**src/rtl/wb_pkg.sv**
```systemverilog
// Shared types, load codes and load-data formatting for the writeback stage.
package wb_pkg;

    localparam int unsigned WB_ADDR_WIDTH = 5;
    localparam int unsigned WB_DATA_WIDTH = 64;
    localparam int unsigned WB_CNT_WIDTH  = 64;

    localparam logic [2:0] F3_LB  = 3'b000;
    localparam logic [2:0] F3_LH  = 3'b001;
    localparam logic [2:0] F3_LW  = 3'b010;
    localparam logic [2:0] F3_LD  = 3'b011;
    localparam logic [2:0] F3_LBU = 3'b100;
    localparam logic [2:0] F3_LHU = 3'b101;
    localparam logic [2:0] F3_LWU = 3'b110;
    localparam logic [2:0] F3_RAW = 3'b111;

    typedef enum logic [1:0] {
        IDLE    = 2'd0,
        WRITE   = 2'd1,
        CONFIRM = 2'd2
    } wb_state_e;

    typedef struct packed {
        logic [WB_ADDR_WIDTH-1:0] rd;
        logic                     reg_write;
        logic                     kill;
        logic                     is_load;
        logic [2:0]               funct3;
        logic [2:0]               addr_lo;
        logic [WB_DATA_WIDTH-1:0] result;
        logic [WB_DATA_WIDTH-1:0] load_data;
    } wb_entry_t;

    // Align the addressed bytes to bit 0, then extend by size/sign; alignment is not checked.
    function automatic logic [WB_DATA_WIDTH-1:0] format_load(
        input logic [2:0]               funct3,
        input logic [2:0]               addr_lo,
        input logic [WB_DATA_WIDTH-1:0] raw
    );
        logic [WB_DATA_WIDTH-1:0] shifted;
        shifted = raw >> {addr_lo, 3'b000};
        case (funct3)
            F3_LB:   format_load = {{(WB_DATA_WIDTH-8){shifted[7]}},   shifted[7:0]};
            F3_LH:   format_load = {{(WB_DATA_WIDTH-16){shifted[15]}}, shifted[15:0]};
            F3_LW:   format_load = {{(WB_DATA_WIDTH-32){shifted[31]}}, shifted[31:0]};
            F3_LD:   format_load = shifted;
            F3_LBU:  format_load = {{(WB_DATA_WIDTH-8){1'b0}},  shifted[7:0]};
            F3_LHU:  format_load = {{(WB_DATA_WIDTH-16){1'b0}}, shifted[15:0]};
            F3_LWU:  format_load = {{(WB_DATA_WIDTH-32){1'b0}}, shifted[31:0]};
            default: format_load = shifted;
        endcase
    endfunction

endpackage

```
**src/rtl/wb_fifo.sv**
```systemverilog
// Two-entry FIFO with 1-bit wrapping pointers and registered full/empty flags.
module wb_fifo #(
    parameter int unsigned WIDTH = 8
) (
    input  logic             clk,
    input  logic             reset,
    input  logic             push,
    input  logic [WIDTH-1:0] push_data,
    input  logic             pop,
    output logic [WIDTH-1:0] head_data,
    output logic             full,
    output logic             empty
);

    logic [WIDTH-1:0] mem [2];
    logic             wr_ptr;
    logic             rd_ptr;
    logic             do_push;
    logic             do_pop;

    assign do_push   = push && !full;
    assign do_pop    = pop && !empty;
    assign head_data = mem[rd_ptr];

    always_ff @(posedge clk) begin
        if (do_push) begin
            mem[wr_ptr] <= push_data;
        end
    end

    // Flags only change when occupancy changes; simultaneous push+pop keeps them.
    always_ff @(posedge clk) begin
        if (reset) begin
            wr_ptr <= 1'b0;
            rd_ptr <= 1'b0;
            full   <= 1'b0;
            empty  <= 1'b1;
        end else begin
            if (do_push) begin
                wr_ptr <= ~wr_ptr;
            end
            if (do_pop) begin
                rd_ptr <= ~rd_ptr;
            end
            if (do_push && !do_pop) begin
                empty <= 1'b0;
                full  <= (~wr_ptr == rd_ptr);
            end else if (do_pop && !do_push) begin
                full  <= 1'b0;
                empty <= (~rd_ptr == wr_ptr);
            end
        end
    end

endmodule

```
**src/rtl/writeback_stage.sv**
```systemverilog
// Final pipeline stage: buffers completed instructions, formats load data,
// drives the register file write port and counts retired instructions.
module writeback_stage
    import wb_pkg::*;
#(
    parameter int unsigned ADDR_WIDTH = 5,
    parameter int unsigned DATA_WIDTH = 64
) (
    input  logic                    clk,
    input  logic                    reset,
    input  logic                    mem_valid,
    output logic                    mem_ready,
    input  logic [ADDR_WIDTH-1:0]   mem_rd,
    input  logic                    mem_reg_write,
    input  logic                    mem_kill,
    input  logic                    mem_is_load,
    input  logic [2:0]              mem_funct3,
    input  logic [2:0]              mem_addr_lo,
    input  logic [DATA_WIDTH-1:0]   mem_result,
    input  logic [DATA_WIDTH-1:0]   mem_load_data,
    output logic                    write_enable,
    output logic [ADDR_WIDTH-1:0]   write_addr,
    output logic [DATA_WIDTH-1:0]   write_data,
    output logic [ADDR_WIDTH-1:0]   reset_write_addr,
    input  logic                    write_complete,
    output logic [WB_CNT_WIDTH-1:0] retired_count,
    output logic                    wb_busy
);

    localparam int unsigned ENTRY_WIDTH = $bits(wb_entry_t);

    wb_entry_t              push_entry;
    wb_entry_t              head;
    logic [ENTRY_WIDTH-1:0] head_bits;
    logic                   push;
    logic                   pop;
    logic                   fifo_full;
    logic                   fifo_empty;
    logic                   fifo_empty_d;

    wb_state_e              state_q;
    wb_state_e              state_d;
    logic [ADDR_WIDTH-1:0]  cur_rd_q;
    logic [ADDR_WIDTH-1:0]  cur_rd_d;
    logic                   cur_kill_q;
    logic                   cur_kill_d;
    logic                   cur_write_q;
    logic                   cur_write_d;
    logic                   load_next;

    logic                    write_enable_d;
    logic [ADDR_WIDTH-1:0]   write_addr_d;
    logic [DATA_WIDTH-1:0]   write_data_d;
    logic [ADDR_WIDTH-1:0]   reset_write_addr_d;
    logic [WB_CNT_WIDTH-1:0] retired_count_d;
    logic                    wb_busy_d;

    assign mem_ready = !fifo_full;
    assign push      = mem_valid && mem_ready;

    always_comb begin
        push_entry           = '0;
        push_entry.rd        = WB_ADDR_WIDTH'(mem_rd);
        push_entry.reg_write = mem_reg_write;
        push_entry.kill      = mem_kill;
        push_entry.is_load   = mem_is_load;
        push_entry.funct3    = mem_funct3;
        push_entry.addr_lo   = mem_addr_lo;
        push_entry.result    = WB_DATA_WIDTH'(mem_result);
        push_entry.load_data = WB_DATA_WIDTH'(mem_load_data);
    end

    wb_fifo #(
        .WIDTH(ENTRY_WIDTH)
    ) u_fifo (
        .clk       (clk),
        .reset     (reset),
        .push      (push),
        .push_data (push_entry),
        .pop       (pop),
        .head_data (head_bits),
        .full      (fifo_full),
        .empty     (fifo_empty)
    );

    assign head = wb_entry_t'(head_bits);

    // Next state plus next output values; outputs are set up on the edge that enters WRITE.
    always_comb begin
        state_d            = state_q;
        cur_rd_d           = cur_rd_q;
        cur_kill_d         = cur_kill_q;
        cur_write_d        = cur_write_q;
        pop                = 1'b0;
        load_next          = 1'b0;
        write_enable_d     = 1'b0;
        write_addr_d       = '0;
        write_data_d       = '0;
        reset_write_addr_d = '0;
        retired_count_d    = retired_count;

        case (state_q)
            IDLE: begin
                if (!fifo_empty) begin
                    pop       = 1'b1;
                    load_next = 1'b1;
                    state_d   = WRITE;
                end
            end
            WRITE: begin
                state_d = IDLE;
                if (cur_kill_q) begin
                    state_d = IDLE;
                end else if (cur_write_q) begin
                    state_d = CONFIRM;
                end else begin
                    retired_count_d = retired_count + WB_CNT_WIDTH'(1);
                end
            end
            CONFIRM: begin
                if (write_complete) begin
                    retired_count_d = retired_count + WB_CNT_WIDTH'(1);
                    if (!fifo_empty) begin
                        pop       = 1'b1;
                        load_next = 1'b1;
                        state_d   = WRITE;
                    end else begin
                        state_d = IDLE;
                    end
                end
            end
            default: state_d = IDLE;
        endcase

        if (load_next) begin
            cur_rd_d    = ADDR_WIDTH'(head.rd);
            cur_kill_d  = head.kill;
            cur_write_d = !head.kill && head.reg_write && (head.rd != '0);
            if (head.kill) begin
                reset_write_addr_d = ADDR_WIDTH'(head.rd);
            end else if (head.reg_write && (head.rd != '0)) begin
                write_enable_d = 1'b1;
                write_addr_d   = ADDR_WIDTH'(head.rd);
                write_data_d   = head.is_load
                               ? DATA_WIDTH'(format_load(head.funct3, head.addr_lo, head.load_data))
                               : DATA_WIDTH'(head.result);
            end
        end

        // Predict FIFO occupancy after this edge so wb_busy can be registered.
        if (fifo_empty) begin
            fifo_empty_d = !push;
        end else begin
            fifo_empty_d = pop && !push && !fifo_full;
        end
        wb_busy_d = !fifo_empty_d || (state_d != IDLE);
    end

    always_ff @(posedge clk) begin
        if (reset) begin
            state_q          <= IDLE;
            cur_rd_q         <= '0;
            cur_kill_q       <= 1'b0;
            cur_write_q      <= 1'b0;
            write_enable     <= 1'b0;
            write_addr       <= '0;
            write_data       <= '0;
            reset_write_addr <= '0;
            retired_count    <= '0;
            wb_busy          <= 1'b0;
        end else begin
            state_q          <= state_d;
            cur_rd_q         <= cur_rd_d;
            cur_kill_q       <= cur_kill_d;
            cur_write_q      <= cur_write_d;
            write_enable     <= write_enable_d;
            write_addr       <= write_addr_d;
            write_data       <= write_data_d;
            reset_write_addr <= reset_write_addr_d;
            retired_count    <= retired_count_d;
            wb_busy          <= wb_busy_d;
        end
    end

    logic unused_cur_rd;
    assign unused_cur_rd = ^cur_rd_q;

endmodule
```
**config.mk**
```make
export PLATFORM = sky130hd
export DESIGN_NAME = writeback_stage
export DESIGN_NICKNAME = d
export VERILOG_FILES = /design/src/rtl/wb_pkg.sv /design/src/rtl/wb_fifo.sv /design/src/rtl/writeback_stage.sv
export SDC_FILE = /design/constraint.sdc
export NUM_CORES = 1
export LEC_CHECK = 0
export CAP_MARGIN = 20
export CORE_AREA = 8 8 196 198
export CTS_BUF_LIST = sky130_fd_sc_hd__clkbuf_4 sky130_fd_sc_hd__clkbuf_8
export CTS_CLUSTER_DIAMETER = 40
export DETAILED_ROUTE_END_ITERATION = 8
export DIE_AREA = 0 0 204 206
export GPL_ROUTABILITY_DRIVEN = 1
export PLACE_DENSITY = 0.78
export RECOVER_POWER = 25
export SLEW_MARGIN = 30
export SYNTH_ARGS = -nofsm -noshare
export SYNTH_HDL_FRONTEND = slang
export SYNTH_SLANG_ARGS = --single-unit
```
**constraint.sdc**
```tcl
create_clock -name clk -period 14.31 [get_ports clk]
set_input_delay 2.862 -clock clk [delete_from_list [all_inputs] [get_ports clk]]
set_output_delay 2.862 -clock clk [all_outputs]
set_load 0.02 [all_outputs]
```
# Word level (Yosys, flattened, before mapping)
# Memory sizes are Yosys's and may differ from the RTL's. A register that Yosys moved wholly into a read port is not among the register bits.
# Cells that the tools add are included.
[totals]
register_bits = 148
ram_bits = 284
inputBits = 146
out_inout_bits = 141
wordCells = 86
n_memories = 1
[classes]
addsub = 1
eq_ne = 12
shifts = 1
muxes = 25
n_bitwise = 5
reduce_logical = 28
[mem_list]
columns = ["name", "words", "width", "read_ports", "rd_clocked_by_memory_dff", "write_ports", "line_no", "text"]
rows = [
  ["u_fifo.mem", 2, 142, 1, 1, 1, "wb_fifo.sv:15", "logic [WIDTH-1:0] mem [2];"],
]
[op_table]
columns = ["cell", "count"]
rows = [
  ["case mux 64 bit (6 select lines)", 1],
  ["2-to-1 mux 64 bit", 4],
  ["case mux 64 bit (2 select lines)", 1],
  ["adder 64 x 1 -> 64 bit (second input constant)", 1],
  [">> shifter 64 x 6 -> 64 bit", 1],
  ["2-to-1 mux 1 bit", 13],
  ["logical AND 1 bit", 10],
  ["== test 3 bit (second input constant)", 3],
  ["2-to-1 mux 2 bit", 4],
  ["logical NOT 1 bit", 7],
  ["!= test 2 bit (second input constant)", 3],
  ["case mux 2 bit (3 select lines)", 1],
  ["nonzero test 2 bit", 3],
  ["OR reduction 3 bit", 2],
  ["NOT 1 bit", 5],
  ["nonzero test 5 bit", 1],
  ["AND reduction 4 bit", 1],
  ["OR reduction 4 bit", 1],
  ["== test 3 x 1 -> 1 bit (second input constant)", 1],
  ["== test 3 x 2 -> 1 bit (second input constant)", 1],
  ["logical NOT 3 bit", 1],
  ["== test 1 bit", 2],
  ["== test 2 x 1 -> 1 bit (second input constant)", 1],
  ["== test 2 bit (second input constant)", 1],
  ["other kinds (3)", 3],
]

# Depth between registers and ports, before layout
# Gate-level depths: netlist of the first run.
[depth]
ltp_word = 8
depth_mapped = 11
mapped_depth_nobuf = 7

# Hierarchy
# Synthesis of the first run repeated with hierarchy kept, for this count alone.
[unflattened]
cells_unflattened = 1392
hier_area_um2 = 18846.8
[modules_own_cells]
columns = ["mod", "instances", "cells_per_inst", "area_each_um2", "seq_area_each_um2"]
rows = [
  ["wb_fifo", 1, 464, 10779.1, 8628.3],
  ["writeback_stage", 1, 928, 8067.7, 2882.8],
]

# Least setup slack after synthesis of the first run
# No wires, ideal clock.
[synth_timing]
kind = "in2reg"
from = "input mem_valid"
to = "memory u_fifo.mem[0][0] (netlist name), enable pin"
setup_ns = 0.645
arrival_ns = 8.844
required_ns = 13.665
slack_ns = 4.820
path_stages = 2
n_path_buf = 0
path_cell_list = "nand2_1 nor2_1"
[synth_between]
elab_chain_cells = 4
[synth_lines]
columns = ["item", "line_no", "text"]
rows = [
  ["from (decl)", "writeback_stage.sv:11", "input logic mem_valid,"],
  ["logical AND 1 bit", "writeback_stage.sv:59", "assign push = mem_valid && mem_ready;"],
  ["logical AND 1 bit", "wb_fifo.sv:21", "assign do_push = push && !full;"],
  ["2-to-1 mux 1 bit", "wb_fifo.sv:26", "if (do_push) begin"],
  ["2-to-1 mux 1 bit (implied by the code)", "wb_fifo.sv:27", "mem[wr_ptr] <= push_data;"],
  ["to (decl)", "wb_fifo.sv:15", ""],
]
# Every way passes these cells.

# Worst setup path in the final report of the first run
[layout_timing]
from = "input mem_valid"
to = "memory u_fifo.mem[1][34] (netlist name), enable pin"
[layout_between]
elab_chain_cells = 4
[layout_lines]
columns = ["item", "line_no", "text"]
rows = [
  ["logical AND 1 bit", "writeback_stage.sv:59", ""],
  ["logical AND 1 bit", "wb_fifo.sv:21", ""],
  ["via u_fifo.do_push", "wb_fifo.sv:18", "logic do_push;"],
  ["2-to-1 mux 1 bit", "wb_fifo.sv:26", ""],
  ["2-to-1 mux 1 bit (implied by the code)", "wb_fifo.sv:27", ""],
]
# The timed path passes the listed nets, and every way through them passes these cells.

==> flow_results.org, run 1 <==
** Drt
- Wire length reported by the detailed router :: 50.9 mm
- Iteration count of the initial detailed-routing pass :: 6
- Total via count in the routed design :: 13000
- DRC violations left :: 0
- Using the TritonRoute via totals, the vias-per-cell ratio works out to 5.90.
- After detailed routing, the average wire length per cell comes to 23.1 microns.
- Number of nets with antenna violations after detailed routing :: 0
- Initial drt markers :: 971

** Synth
- Summed over its instances, the top area cell type makes up 46.3% of the synthesized netlist area.
- After synthesis, the netlist uses 69 different library cells.
- After technology mapping, the gate count stands at 1396.
- In this run the mean area of a mapped cell was 13.2 sq um.
- Number of nets in the synthesized netlist :: 1544
- Cell type contributing the most total cell area after synthesis :: sky130_fd_sc_hd__edfxtp_1
- Sequential elements use 62.5% of the synthesized area.
- Share of synthesized flip-flops with an asynchronous set or reset :: 0%
- Counting flops with a built-in enable in the synthesized netlist gives 284.
- The Yosys step of the flow raised 0 warnings.
- Most used flip-flop cell after synthesis :: sky130_fd_sc_hd__edfxtp_1
- By area the synthesized netlist is led by sky130_fd_sc_hd__edfxtp_1 (46%), sky130_fd_sc_hd__dfxtp_1 (16%), sky130_fd_sc_hd__mux2i_1 (6.7%).
- Total standard cell area after synthesis :: 0.0184 sq mm
- Synthesis inferred 433 register bits.

** Clocking
- TritonCTS built the clock tree.
- The clock drives 433 sinks.
- H-tree depth :: 3
- The number of hold buffers added after CTS was 0.
- Max Buffers Root-to-Sink :: 3
- Clock Latency Late Sink :: 0.60 ns
- Root Driver :: sky130_fd_sc_hd__clkbuf_8
- Inserted Clock Buffers :: 73
- Clock-pin slew was measured on the worst setup and hold paths at 0.06 ns.
- Once the clock tree was built, the setup fixing pass inserted 0 buffers.
- In this run, post-CTS repair resized a total of 0 instances.

** Power and ir drop
- For this design the static power due to leakage is 7.89 nW.
- In this run the power density over the cells is 155 mW/mm^2.
- Across the VDD grid, the largest voltage drop is 0.0000884 V.

** Floorplanning
- Floorplan Core Area :: 0.0352 sq mm
- In this run the horizontal extent of the chip is 204 microns.
- The floorplan step defined a die boundary enclosing 0.0420 sq mm.
- Num rows :: 69
- The floorplan step set the die height to 206 microns.
- 287 I/O pins were placed.
- Initial core utilization :: 52.3%

** STA
- In this run the tightest slew margin relative to its limit is 35.5%.
- For the pin with the worst max-slew slack, the measured transition is 0.968 ns.
- Max-slew violation count :: 0
- Clock skew on the completed layout was measured at 0.0284 ns.
- Ratio of final minimum period to clock period :: 34.4%
- Time the final worst path needs with I/O delays and setup :: 4.93 ns
- Based on the critical path, the design can be clocked at up to 203 MHz.
- Hold Fails Final Rpt :: 0
- Setup repair after global routing left no endpoint under its margin.
- # setup viols final :: 0
- Worst slack on hold paths :: 0.487 ns
- For the final routed database, the setup TNS stands at 0 ns.

** Global routing
- The first global-routing pass estimated 76.0 mm of wire.
- Grt total ovfl :: 0
- The number of antenna violations at the first check in global routing was 7.
- Number of global-route vias before repair :: 13200
- Largest net degree at the start of global routing :: 83
- Total global routing track utilization :: 23.4%

** Worst setup path
- STA classifies the critical path startpoint as a primary input.
- In this run the register-to-register setup slack is 10.19 ns.
- Nature of the critical path endpoint :: register
- The critical path is of the in2reg type.
- Crit path launch :: mem_valid
- Data on the critical path arrives at its endpoint at 5.14 ns.
- Worst setup path endpoint :: u_fifo.mem[1][34]
- The endpoint identified for the worst register-to-register timing path is write_data[32].
- Worst R2R Path Depth :: 8
- Required time of the critical path :: 14.52 ns
- In this run the worst path has a maximum fanout of 82.

** Layout
- Final core occ :: 65.5%
- Summing all multi-input logic gate instances after layout gives 0.00639 sq mm.
- Counting the fill cells in the layout gives 2655.
- With fillers left out, the area of the finished cells amounts to 0.0231 sq mm.
- Relative area change from synthesis to final layout :: 25.4%
- The sequential cells in the finished layout cover a total of 0.0115 sq mm.
- The net count of the finished layout is 1830.
- Of the cells placed in the final design, the portion with a size suffix greater than 1 is 13.9%.

** Place
- Placer's final routability congestion estimate :: 0.902
- After detailed placement, the total cell area comes to 0.0216 sq mm.
- Detailed placement finished with a half-perimeter wire length of 35.1 mm.
- Input and output buffers added on the ports amount to 286.

** Status
- The flow ran to the end, and the final reports show no timing, DRC or antenna violations.

** Run
- The tool flagged a number of max-cap violations equal to 0.

** Min path
- Min-Delay Path Class :: reg2reg
[worst min path at each step]
stage	from	endpoint	slack [ns]	cells past startpoint
2_1_floorplan	u_fifo.empty	wb_busy	0.44	1
3_3_place_gp	retired_count[49]	retired_count[49]	0.47	2
3_5_place_dp	cur_kill_q	cur_kill_q	0.48	2
4_1_cts	cur_kill_q	cur_kill_q	0.49	2
5_1_grt	cur_kill_q	cur_kill_q	0.52	2
6_report	cur_kill_q	cur_kill_q	0.49	2
[sequential cells by signal, summed over array words and instances, names as in the netlist, named ones only]
signal            count
u_fifo.mem          284
retired_count        64
write_data           64
reset_write_addr      5
write_addr            5
state_q               2
cur_kill_q            1
cur_write_q           1
u_fifo.empty          1
u_fifo.full           1
u_fifo.rd_ptr         1
u_fifo.wr_ptr         1
wb_busy               1
write_enable          1
[layout make-up]
type	count	share of cell area (%)
inverters	26	0.428
clock buffers	100	5.45
multi-input cells	845	27.7
diodes	6	0.0650
repair buffers	303	13.0
clock inverters	29	1.04
flip-flops and latches	433	49.9
well taps	461	2.50
[power breakdown]
group          internal (mW)  switching (mW)
clock network          0.628           0.487
registers               1.46          0.0596
logic                  0.325           0.613
[routing by layer]
metal | vias up | global-route usage, % | wire (microns)
met5 | - | 0 | 22
met4 | 4 | 9.72 | 1870
met1 | 6403 | 28.2 | 19500
li1 | 5919 | - | -
met3 | 120 | 5.34 | 4200
met2 | 559 | 40.2 | 25300
[synth_stat cells, types with 13 or more instances]
library cell,n
sky130_fd_sc_hd__edfxtp_1,284
sky130_fd_sc_hd__dfxtp_1,149
sky130_fd_sc_hd__mux2i_1,123
sky130_fd_sc_hd__nand2_1,115
sky130_fd_sc_hd__nor2_1,102
sky130_fd_sc_hd__a221oi_1,56
sky130_fd_sc_hd__xnor2_1,47
sky130_fd_sc_hd__a211oi_1,44
sky130_fd_sc_hd__clkbuf_1,44
sky130_fd_sc_hd__a211oi_2,40
sky130_fd_sc_hd__nor3_1,39
sky130_fd_sc_hd__buf_2,31
sky130_fd_sc_hd__o21ai_0,29
sky130_fd_sc_hd__inv_1,26
sky130_fd_sc_hd__a21oi_1,24
sky130_fd_sc_hd__mux4_2,21
sky130_fd_sc_hd__nand3_1,21
sky130_fd_sc_hd__o22ai_1,21
sky130_fd_sc_hd__mux2_2,17
sky130_fd_sc_hd__nor2b_1,17
sky130_fd_sc_hd__nand4_1,13
[placed cells by master (no fill, tap or decap), types with 6 or more instances in the layout]
| cell type | n |
|---|---|
| sky130_fd_sc_hd__a211o_1 | 8 |
| sky130_fd_sc_hd__dfxtp_1 | 148 |
| sky130_fd_sc_hd__dlygate4sd3_1 | 108 |
| sky130_fd_sc_hd__a211oi_1 | 44 |
| sky130_fd_sc_hd__and4_1 | 9 |
| sky130_fd_sc_hd__nand3_1 | 21 |
| sky130_fd_sc_hd__mux4_2 | 21 |
| sky130_fd_sc_hd__nor4_1 | 9 |
| sky130_fd_sc_hd__o22ai_1 | 21 |
| sky130_fd_sc_hd__a211oi_2 | 40 |
| sky130_fd_sc_hd__nor2_1 | 100 |
| sky130_fd_sc_hd__clkinv_2 | 6 |
| sky130_fd_sc_hd__a21oi_1 | 24 |
| sky130_fd_sc_hd__xor2_1 | 6 |
| sky130_fd_sc_hd__nand2_1 | 115 |
| sky130_fd_sc_hd__diode_2 | 6 |
| sky130_fd_sc_hd__xnor2_1 | 47 |
| sky130_fd_sc_hd__inv_1 | 25 |
| sky130_fd_sc_hd__a221oi_1 | 56 |
| sky130_fd_sc_hd__nor2b_1 | 17 |
| sky130_fd_sc_hd__clkdlybuf4s50_1 | 177 |
| sky130_fd_sc_hd__buf_4 | 14 |
| sky130_fd_sc_hd__or4_1 | 7 |
| sky130_fd_sc_hd__and3_1 | 9 |
| sky130_fd_sc_hd__or3_1 | 7 |
| sky130_fd_sc_hd__mux2_2 | 17 |
| sky130_fd_sc_hd__edfxtp_1 | 284 |
| sky130_fd_sc_hd__mux2i_1 | 123 |
| sky130_fd_sc_hd__clkinv_1 | 11 |
| sky130_fd_sc_hd__nand4_1 | 13 |
| sky130_fd_sc_hd__o21ai_0 | 29 |
| sky130_fd_sc_hd__nor3_1 | 39 |
| sky130_fd_sc_hd__clkbuf_4 | 19 |
| sky130_fd_sc_hd__clkbuf_8 | 81 |
[kinds of logic after synthesis]
kind of cell,Yosys count,synth area share [%]
AO/OA/AOI/OAI,247,11.2
XOR/XNOR,53,2.52
adder cells (fa/ha/maj),2,0.136
buffers and inverters,118,2.97
flip-flops,433,62.5
multiplexers,165,10.6
AND/OR/NAND/NOR,378,10.0
[through the flow]
stage	std cells	worst slack, ns	power [mW]
6_report	2203	9.38	3.57
5_1_grt	2199	9.28	3.71
4_1_cts	2197	9.23	3.59
3_5_place_dp	2068	8.61	2.48
3_3_place_gp	2068	8.55	2.46
2_1_floorplan	1396	4.82	2.18
[worst max-delay path, stage by stage]
cell and delay (ns):
sky130_fd_sc_hd__clkdlybuf4s50_1 0.46, sky130_fd_sc_hd__nand2_1 0.12, sky130_fd_sc_hd__inv_1 0.13, sky130_fd_sc_hd__and2_4 0.75, sky130_fd_sc_hd__buf_6 0.68
Power figures use the tool's default switching activity.
==> run 2: changes to the inputs <==
--- a/config.mk
+++ b/config.mk
@@ -6,11 +6,11 @@
 export NUM_CORES = 1
 export LEC_CHECK = 0
 export CAP_MARGIN = 20
-export CORE_AREA = 8 8 196 198
+export CORE_AREA = 8 8 201 203
 export CTS_BUF_LIST = sky130_fd_sc_hd__clkbuf_4 sky130_fd_sc_hd__clkbuf_8
 export CTS_CLUSTER_DIAMETER = 40
 export DETAILED_ROUTE_END_ITERATION = 8
-export DIE_AREA = 0 0 204 206
+export DIE_AREA = 0 0 209 211
 export GPL_ROUTABILITY_DRIVEN = 1
 export PLACE_DENSITY = 0.78
 export RECOVER_POWER = 25
==> constraint.sdc (replaced) <==
create_clock -name clk -period 4.2 [get_ports clk]
set_input_delay 0.84 -clock clk [delete_from_list [all_inputs] [get_ports clk]]
set_output_delay 0.84 -clock clk [all_outputs]
set_load 0.02 [all_outputs]
==> run 2 against run 1 <==
Non-clock buffer count up 5. Sequential power increased to 3.4 times the previous value. Total power grew to 3.4 times the previous value. Largest cell class unchanged. Largest power group unchanged.
==> flow_results.org, run 2 (synthesis results as in run 1) <==
** Layout
- The register with the most flip-flops in the final layout is u_fifo.mem.
- The largest registers in the layout are u_fifo.mem x284, retired_count x64, write_data x64.
- Number of flip-flops under the largest register name :: 284
- Of the cells placed in the final design, the portion with a size suffix greater than 1 is 14.3%.
- The library cell used most frequently in the layout, excluding fill and tap cells, is sky130_fd_sc_hd__edfxtp_1.
- Relative to the synthesized area, the layout overhead comes to 25.8%.
- Non-Filler Instances :: 2221
- The net count of the finished layout is 1836.
- Commonest cells after routing, fill and taps aside :: sky130_fd_sc_hd__edfxtp_1 (284), sky130_fd_sc_hd__clkdlybuf4s50_1 (177), sky130_fd_sc_hd__dfxtp_1 (148)

** Drt
- After the first detailed-routing iteration, the DRC count stood at 987.
- Routed wire length per instance :: 24.1 microns
- The pre-antenna-repair detailed-routing pass consisted of 5 iterations.
- Detailed routing inserted a total of 13200 vias.
- DRC violations left :: 0
- Dividing the detail-routed via count by the number of cells gives 5.92.
- Number of nets with antenna violations after detailed routing :: 0
- For this block, the routed nets add up to 53.6 mm of wire.

** Clocking
- Clock-pin slew was measured on the worst setup and hold paths at 0.06 ns.
- The later pin in the worst-skew pair is clocked with a latency of 0.62 ns.
- Root Driver :: sky130_fd_sc_hd__clkbuf_8
- Clock tree synthesis inserted a total of 74 buffers.
- Clock sink total :: 433
- In this run the number of H-tree levels came out at 3.
- Count of buffers added by post-CTS timing repair for setup :: 0
- Gates resized during post-CTS repair numbered 0.
- For this design, the CTS-stage hold fixing added 0 buffers.
- TritonCTS clock tree :: yes
- Max Buffers Root-to-Sink :: 3

** Run
- Max-cap violations :: 0

** Floorplanning
- The region available for standard cell placement spans 0.0371 sq mm.
- Io pins :: 287
- Die Area :: 0.0441 sq mm
- Num rows :: 71
- The floorplan step set the die height to 211 microns.
- Initial core utilization :: 49.6%
- From left edge to right edge, the die measures 209 microns.

** Worst setup path
- Across all register-to-register paths, the minimum setup slack is 0.89 ns.
- In this run the critical register-to-register path is captured at write_data[62].
- CP Class :: reg2reg
- Of all nets on the critical path, the largest fanout is 42.
- The worst setup path is captured at a register.
- STA classifies the critical path startpoint as a register.
- Slowest cell on the critical path :: sky130_fd_sc_hd__o41ai_4
- Data on the critical path is required at its endpoint by 4.73 ns.
- CP peak stage delay :: 0.80 ns
- The worst register-to-register path has a depth of 7.
- The critical path goes through mux2_4, mux2i_4, nor3_2, o41ai_4, a311oi_4, buf_4, a211oi_1.
- At the worst endpoint, the arrival time is 3.84 ns.

** Place
- After legalization and detailed placement, the total HPWL measured 38.0 mm.
- During placement, the flow inserted port buffers numbering 286.
- Cell Count Post-Placement :: 2085
- The congestion estimate from routability-driven global placement came to 0.926.

** STA
- RSZ-0062 raised after global routing :: no
- Slew at the pin with the worst max-slew slack :: 0.867 ns
- Hold is met by 0.461 ns.
- In this run the tightest slew margin relative to its limit is 41.7%.
- Hold Fails Final Rpt :: 0
- The number of slew-limit violations in the final report was 0.
- Time the final worst path needs with I/O delays and setup :: 3.31 ns
- The clock arrives with 0.0314 ns of skew.
- F_max :: 302 MHz
- Ratio of final minimum period to clock period :: 78.8%
- # setup viols final :: 0
- In the final timing run, aggregate negative setup slack is 0 ns.

** Power and ir drop
- Power Dens Cells :: 528 mW/mm^2
- Largest voltage drop on the vdd net :: 0.000337 V
- The analysis attributes to cell leakage a power of 7.93 nW.

** Min path
- The startpoint identified for the worst hold timing path is reset.
- Min-Delay Path Class :: in2reg
- The worst hold path passes through 2 cells.
- Hold Path Sink :: state_q[0]

** Global routing
- Number of global-route vias before repair :: 13600
- Grt total ovfl :: 0
- Largest net degree at the start of global routing :: 143
- The first global-routing pass estimated 80.6 mm of wire.
- Total global routing track utilization :: 23.7%
- The number of antenna violations at the first check in global routing was 4.

** Status
- Status :: completed
[run 2: cell types whose count changed in the layout (fill, tap and decap cells not counted), moves of 2 or more]
cell	previous run	this run
sky130_fd_sc_hd__clkinv_2	6	9
sky130_fd_sc_hd__clkbuf_4	19	28
sky130_fd_sc_hd__diode_2	6	3
sky130_fd_sc_hd__buf_12	0	8
sky130_fd_sc_hd__clkbuf_8	81	78
sky130_fd_sc_hd__bufinv_16	3	1
sky130_fd_sc_hd__clkinv_1	11	9
sky130_fd_sc_hd__inv_6	4	1
sky130_fd_sc_hd__buf_6	3	0
[run 2: how the worst max path moves through the flow]
stage	endpoint	slack (ns)	depth (start not counted)
after global routing	write_data[32]	0.78	7
after global placement	write_data[62]	1.00	7
after CTS	write_data[63]	0.91	7
after detailed placement	write_data[62]	0.93	7
after floorplan	u_fifo.mem[0][0]	0.72	2
final	write_data[62]	0.89	7
[run 2: layer usage]
| metal | wire [microns] | track usage [%] | up-vias |
|---|---|---|---|
| met5 | 0 | 0 | - |
| met4 | 1970 | 10.2 | 0 |
| met3 | 4140 | 5.31 | 102 |
| met2 | 26200 | 39.8 | 603 |
| met1 | 21200 | 29.3 | 6527 |
| li1 | - | - | 5927 |
[run 2: cell type report]
class                           count  area, sq um
Inverter                           26         98.8
Timing Repair Buffer              308         3120
Antenna cell                        3         7.51
Fill cell                        2879        14000
Clock inverter                     26          170
Multi-Input combinational cell    845         6380
Tap cell                          474          593
Sequential cell                   433        11500
Clock buffer                      106         1280
[run 2: where the power goes]
group,internal (mW),switching [mW],leakage [nW]
clock,2.04,1.67,0.765
combinational,1.16,2.15,3.30
sequential,4.97,0.234,3.86
[run 2: critical path: cells and delay by family (launching register included)]
family          cells  cell delay [ns]
mux                 2             0.89
simple gates        1             0.09
buf+inv             1             0.33
flops               1             0.72
compound gates      3             1.12
[run 2: stage by stage]
step | cell area, sq um | worst slack [ns] | power, mW | utilization, %
floorplan | 18400 | 0.719 | 7.39 | -
global placement | 21700 | 1.00 | 8.54 | 58.4
detailed placement | 21700 | 0.929 | 8.58 | 58.4
CTS | 23100 | 0.914 | 12.3 | 62.3
global route | 23200 | 0.777 | 12.7 | 62.4
finish | 23200 | 0.889 | 12.2 | 62.4
